### src/rtl/vga_clock_frontend.sv
// VGA digital clock front end: 640x400@70Hz sync and coordinates, font block mapping,
// palette colour, and auto-repeating adjust buttons paced by the frame tick.
module vga_button_repeat #(
  parameter int MAX_COUNT = 16,
  parameter int DEC_COUNT = 1,
  parameter int MIN_COUNT = 2
) (
  input  logic px_clk,
  input  logic reset,
  input  logic frame_en,
  input  logic btn,
  output logic pulse
);
  localparam int CW = $clog2(MAX_COUNT + 1);

  typedef enum logic {ST_IDLE, ST_HELD} state_t;

  state_t        state, state_nx;
  logic [CW-1:0] cnt, cnt_nx, cnt_inc;
  logic [CW-1:0] interval, interval_nx, interval_dec;
  logic          sync1, sync2, prev, prev_nx, pulse_nx;

  // Synchroniser runs through reset so the first post-reset sample sees the real button.
  always_ff @(posedge px_clk) begin
    sync1 <= btn;
    sync2 <= sync1;
  end

  // prev resets high: a button held through reset must be sampled low before it pulses.
  always_ff @(posedge px_clk) begin
    if (reset) begin
      state    <= ST_IDLE;
      cnt      <= '0;
      interval <= CW'(MAX_COUNT);
      prev     <= 1'b1;
      pulse    <= 1'b0;
    end else begin
      state    <= state_nx;
      cnt      <= cnt_nx;
      interval <= interval_nx;
      prev     <= prev_nx;
      pulse    <= pulse_nx;
    end
  end

  always_comb begin
    state_nx     = state;
    cnt_nx       = cnt;
    interval_nx  = interval;
    prev_nx      = prev;
    pulse_nx     = 1'b0;
    cnt_inc      = cnt + CW'(1);
    interval_dec = (int'(interval) - DEC_COUNT >= MIN_COUNT) ?
                   interval - CW'(DEC_COUNT) : CW'(MIN_COUNT);
    if (frame_en) begin
      prev_nx = sync2;
      case (state)
        ST_IDLE: begin
          if (sync2 && !prev) begin
            pulse_nx    = 1'b1;
            cnt_nx      = '0;
            interval_nx = CW'(MAX_COUNT);
            state_nx    = ST_HELD;
          end
        end
        ST_HELD: begin
          if (!sync2) begin
            interval_nx = CW'(MAX_COUNT);
            state_nx    = ST_IDLE;
          end else if (cnt_inc == interval) begin
            pulse_nx    = 1'b1;
            cnt_nx      = '0;
            interval_nx = interval_dec;
          end else begin
            cnt_nx = cnt_inc;
          end
        end
        default: state_nx = ST_IDLE;
      endcase
    end
  end
endmodule

module vga_clock_frontend #(
  parameter int FONT_W    = 4,
  parameter int FONT_H    = 5,
  parameter int X_OFFSET  = 64,
  parameter int Y_OFFSET  = 200,
  parameter int MAX_COUNT = 16,
  parameter int DEC_COUNT = 1,
  parameter int MIN_COUNT = 2,
  parameter int H_TOTAL   = 800,
  parameter int V_TOTAL   = 449
) (
  input  logic                       px_clk,
  input  logic                       reset,
  input  logic                       adj_hrs,
  input  logic                       adj_min,
  input  logic                       adj_sec,
  input  logic [3:0]                 number,
  input  logic [3:0]                 color_offset,
  output logic                       hsync,
  output logic                       vsync,
  output logic [9:0]                 x_px,
  output logic [9:0]                 y_px,
  output logic                       activevideo,
  output logic [5:0]                 x_block,
  output logic [5:0]                 y_block,
  output logic                       adj_hrs_pulse,
  output logic                       adj_min_pulse,
  output logic                       adj_sec_pulse,
  output logic [5:0]                 digit_index,
  output logic [$clog2(FONT_W)-1:0]  col_index,
  output logic [5:0]                 color
);
  localparam int         CIW    = $clog2(FONT_W);
  localparam logic [9:0] H_LAST = 10'(H_TOTAL - 1);
  localparam logic [9:0] V_LAST = 10'(V_TOTAL - 1);

  logic       frame_en;
  logic [9:0] x_rel, y_rel;
  logic [3:0] code, pal_idx;
  logic [5:0] pal_color;

  always_ff @(posedge px_clk) begin
    if (reset) begin
      x_px <= '0;
      y_px <= '0;
    end else if (x_px == H_LAST) begin
      x_px <= '0;
      y_px <= (y_px == V_LAST) ? '0 : y_px + 10'd1;
    end else begin
      x_px <= x_px + 10'd1;
    end
  end

  always_comb begin
    activevideo = (x_px < 10'd640) && (y_px < 10'd400);
    hsync       = !((x_px >= 10'd656) && (x_px <= 10'd751));
    vsync       = (y_px >= 10'd412) && (y_px <= 10'd413);
    frame_en    = (x_px == 10'd0) && (y_px == 10'd0);
    x_rel       = x_px - 10'(X_OFFSET);
    y_rel       = y_px - 10'(Y_OFFSET);
    x_block     = x_rel[9:4];
    y_block     = y_rel[9:4];
    code        = (number > 4'd11) ? 4'd11 : number;
    digit_index = 6'(int'(code) * FONT_H);
    col_index   = CIW'(int'(x_block) % FONT_W);
    pal_idx     = 4'(int'(x_block) / FONT_W) + color_offset;
    case (pal_idx)
      4'd0:    pal_color = 6'h30;
      4'd1:    pal_color = 6'h34;
      4'd2:    pal_color = 6'h38;
      4'd3:    pal_color = 6'h3C;
      4'd4:    pal_color = 6'h2C;
      4'd5:    pal_color = 6'h1C;
      4'd6:    pal_color = 6'h0C;
      4'd7:    pal_color = 6'h0D;
      4'd8:    pal_color = 6'h0E;
      4'd9:    pal_color = 6'h0F;
      4'd10:   pal_color = 6'h0B;
      4'd11:   pal_color = 6'h07;
      4'd12:   pal_color = 6'h03;
      4'd13:   pal_color = 6'h13;
      4'd14:   pal_color = 6'h23;
      default: pal_color = 6'h33;
    endcase
  end

  always_ff @(posedge px_clk) begin
    if (reset) color <= '0;
    else       color <= pal_color;
  end

  vga_button_repeat #(.MAX_COUNT(MAX_COUNT), .DEC_COUNT(DEC_COUNT), .MIN_COUNT(MIN_COUNT))
    u_btn_hrs (.px_clk(px_clk), .reset(reset), .frame_en(frame_en), .btn(adj_hrs), .pulse(adj_hrs_pulse));
  vga_button_repeat #(.MAX_COUNT(MAX_COUNT), .DEC_COUNT(DEC_COUNT), .MIN_COUNT(MIN_COUNT))
    u_btn_min (.px_clk(px_clk), .reset(reset), .frame_en(frame_en), .btn(adj_min), .pulse(adj_min_pulse));
  vga_button_repeat #(.MAX_COUNT(MAX_COUNT), .DEC_COUNT(DEC_COUNT), .MIN_COUNT(MIN_COUNT))
    u_btn_sec (.px_clk(px_clk), .reset(reset), .frame_en(frame_en), .btn(adj_sec), .pulse(adj_sec_pulse));
endmodule

### config.mk
export PLATFORM = sky130hd
export DESIGN_NAME = vga_clock_frontend
export DESIGN_NICKNAME = d
export VERILOG_FILES = /design/src/rtl/vga_clock_frontend.sv
export SDC_FILE = /design/constraint.sdc
export NUM_CORES = 1
export LEC_CHECK = 0
export CAP_MARGIN = 10
export CORE_MARGIN = 5
export CORE_UTILIZATION = 45
export CTS_CLUSTER_DIAMETER = 40
export CTS_CLUSTER_SIZE = 28
export DETAILED_ROUTE_END_ITERATION = 10
export PLACE_DENSITY = 0.68
export SETUP_SLACK_MARGIN = 0.1
export SYNTH_ARGS = -nofsm -noshare
export SYNTH_HDL_FRONTEND = slang
export SYNTH_SLANG_ARGS = --single-unit
export TNS_END_PERCENT = 20
### constraint.sdc
create_clock -name px_clk -period 3.1 [get_ports px_clk]
set_input_delay 0.62 -clock px_clk [delete_from_list [all_inputs] [get_ports px_clk]]
set_output_delay 0.62 -clock px_clk [all_outputs]
set_load 0.03 [all_outputs]
==> impl_metrics.toml <==
[layout]
fillCellCount = 915
drive_above_1_share = 0.06555
n_antenna_cell = 0
final_nets = 631
final_cells = 728
area_delta_synth_final_pct = 21.22
multi_input_area_sq_um = 2740
regArea_sq_um = 1421

[clock_tree]
cts_max_level = 3
cts.sinks = 71
hold_buffers = 0
clock_latency_ns = 0.35
cts-buffers-inserted = 9
cts_buffer_depth = 2
path_clk_slew_ns = 0.08
cts_tree = "yes"
root_buffer = "clkbuf_8"

[power]
power_mw = 2.122
ir_drop_uv = 300.9
p_leak_nw = 2.076
power_density_nw_per_um2 = 394.8

[worst_setup_path]
worstPathMaxFanout = 2
crit_buf_inv = 4
worstSetupPathType = "in -> out"
critPathCaptureType = "primary output"
timing.rr.start = "u_btn_hrs.cnt[0]"
r2r_end = "u_btn_hrs.interval[1]"
crit_slowest_cell = "fa_2"
rr_worst_depth = 7
arrival_ns = 2.36
worstPathRequired_ns = 2.48
reg2reg_slack_ns = 0.37
crit_path_start_kind = "primary input"
cpPeakStageDelay_ns = 0.42
cp_top_family = "adder cells"
crit_chain = "clkdlybuf4s50_1 > a21o_1 > ha_1 > ha_1 > inv_1 > fa_2 > inv_1 > buf_6"

[sta]
setup_tns_ns = 0
setup_ws_ns = 0.1234
clock.fmax_mhz = 335.9
setup_viol = 0
hold_viol_final = 0
holdWs_ns = 0.3307
skew_ns = 0.01075
rsz0062_at_grt = "yes"
worstMarginPinSlew_ns = 0.7099
period_share = 0.9602
min_period_ns = 2.977
slew_violations = 0
relSlewSlack = 0.5262

[floorplan]
start_util = 0.4578
core_area_sq_um = 9684
fp.dieW_um = 109.3
io_pins = 65
num_rows = 36
die_area_sq_um = 11940
die_h_um = 109.3

[global_route]
grt_overflow = 0
grt_antenna_before_repair = 0
grt_pass1_vias = 3888
grt_util_all_layers = 0.1801
grt_max_degree = 41
grt_pass1_wl_um = 17600

[placed_design]
finalWeightedCongestion = 0.8053
dpl.hpwl_um = 7644
preCtsSetupSlack_ns = 0.0005742
io_buffers = 64
dp.cells = 712

[synthesis]
ys_ff_latch = 71
synth-edff-count = 0
yosys-top-cells-area = "dfxtp_1 32%, ha_1 7.3%, xnor2_1 5.5%"
synth-main-ff-cell = "dfxtp_1"
synthCells = 541
ys_seq_area_frac = 0.3206
avgSynthCellArea_sq_um = 8.194
async_reset_ff_frac = 0
synth.top_cell.area_share = 0.3206
synthesis.area_sq_um = 4433
syn-num-nets = 582
synth_area_leader_cell = "dfxtp_1"
yosysUniqueCellTypes = 59
yosysWarningCount = 0

[worst_hold_path]
holdPathEnd = "u_btn_sec.sync2"
worstHoldPathCells = 0
min_path_type = "reg -> reg"
min_from = "u_btn_sec.sync1"

[routing]
wl_per_cell_um = 14.29
drt_iter0_markers = 230
vias = 4014
avgViaCountPerCell = 5.514
drt_pass1_iterations = 4
routed_wl_um = 10400
drtAntennaViolNets = 0
drcViolationCount = 0

[status]
status = "finished, final reports clean"

[job]
maxCapViolCount = 0
-- area by class of cell --
cell class,count,area share
well taps,133,0.03097
repair buffers,69,0.1255
inverters,38,0.02654
flip-flops and latches,71,0.2645
clock buffers,10,0.02561
clock inverters,6,0.01700
multi-input cells,401,0.5099
-- power breakdown --
part	internal, mW	total (mW)	switching [mW]
clock network	0.479	0.849	0.370
logic	0.119	0.303	0.185
registers	0.940	0.969	0.0286
total	1.54	2.12	0.583
-- how the worst max path moves through the flow --
stage | start | slack, ns | cells after the start | to
floorplan | x_px[6] | 0.12 | 10 | color[5]
global placement | number[2] | 0.08 | 8 | digit_index[4]
detailed placement | number[2] | 0.0006 | 8 | digit_index[5]
CTS | number[1] | 0.12 | 8 | digit_index[4]
global route | number[1] | 0.04 | 8 | digit_index[5]
finish | number[1] | 0.12 | 8 | digit_index[4]
-- worst reg2reg max path: cells and delay by family, from the launching register on --
kind / cells / cell delay, ns
AOI/OAI and AO/OA: 3 / 1.04
DFF: 1 / 0.45
and+or+nand+nor: 3 / 0.84
adders and majority gates: 1 / 0.34
-- sequential cells by signal, indices dropped and copies added, names as in the netlist, 5 cells and up --
signal / count
u_btn_min.cnt: 5
u_btn_hrs.cnt: 5
u_btn_sec.interval: 5
u_btn_min.interval: 5
x_px: 10
u_btn_hrs.interval: 5
y_px: 10
color: 6
u_btn_sec.cnt: 5
-- cells in the mapped netlist, drive strengths merged (7+ instances only) --
cell type and n:
xnor2 28, nand4 12, o211ai 9, clkbuf 20
ha 26, nand2 37, nor2 45, nand2b 13
buf 11, o21ai 20, xor2 22, nor2b 7
or3 15, inv 38, nor4 9, nand3 28
a21oi 25, and3 11, o31ai 8, nor3 22
dfxtp 71
-- cells in the final DEF, fill, tap and decap left out, drive strengths merged, types with 6 or more instances in the layout --
cell type / n
dfxtp: 71
clkdlybuf4s50: 58
nor2: 45
inv: 39
nand2: 37
xnor2: 28
nand3: 28
ha: 26
a21oi: 25
xor2: 22
nor3: 22
o21ai: 20
or3: 15
nand2b: 13
nand4: 12
and3: 11
clkbuf: 10
o211ai: 9
nor4: 9
o31ai: 8
buf: 8
nor2b: 7
a31oi: 6
-- routing by layer --
| metal | track usage | part of all wire | vias to the layer above |
|---|---|---|---|
| li1 | - | - | 2010 |
| met1 | 0.2236 | 0.45 | 1926 |
| met2 | 0.3127 | 0.51 | 72 |
| met3 | 0.05033 | 0.042 | 6 |
| met4 | 0.03562 | 0.0055 | 0 |
| met5 | 0 | 0 | - |
-- repair_timing --
action                     4_1_cts  5_1_grt
resized for setup                4        1
buffers inserted                 0        0
setup endpoints to repair        2        3
pin swaps                        1        0
-- stage by stage --
step | cell area [sq um] | util
floorplan | 4441 | -
global placement | 5139 | 0.5306
detailed placement | 5139 | 0.5306
CTS | 5371 | 0.5547
global route | 5374 | 0.5549
finish | 5374 | 0.5549
-- logic make-up (layout without fill, tap and decap cells) --
| logic type | count (synthesis) | count (layout) | share of synthesized area |
|---|---|---|---|
| compound gates | 103 | 103 | 0.1606 |
| xor+xnor | 50 | 50 | 0.09879 |
| fa+ha+maj | 28 | 28 | 0.08242 |
| buf+inv | 69 | 123 | 0.06351 |
| flops | 71 | 71 | 0.3206 |
| mux | 4 | 4 | 0.009032 |
| simple gates | 216 | 216 | 0.2650 |
No activity file was read; power rests on OpenSTA's default activity.
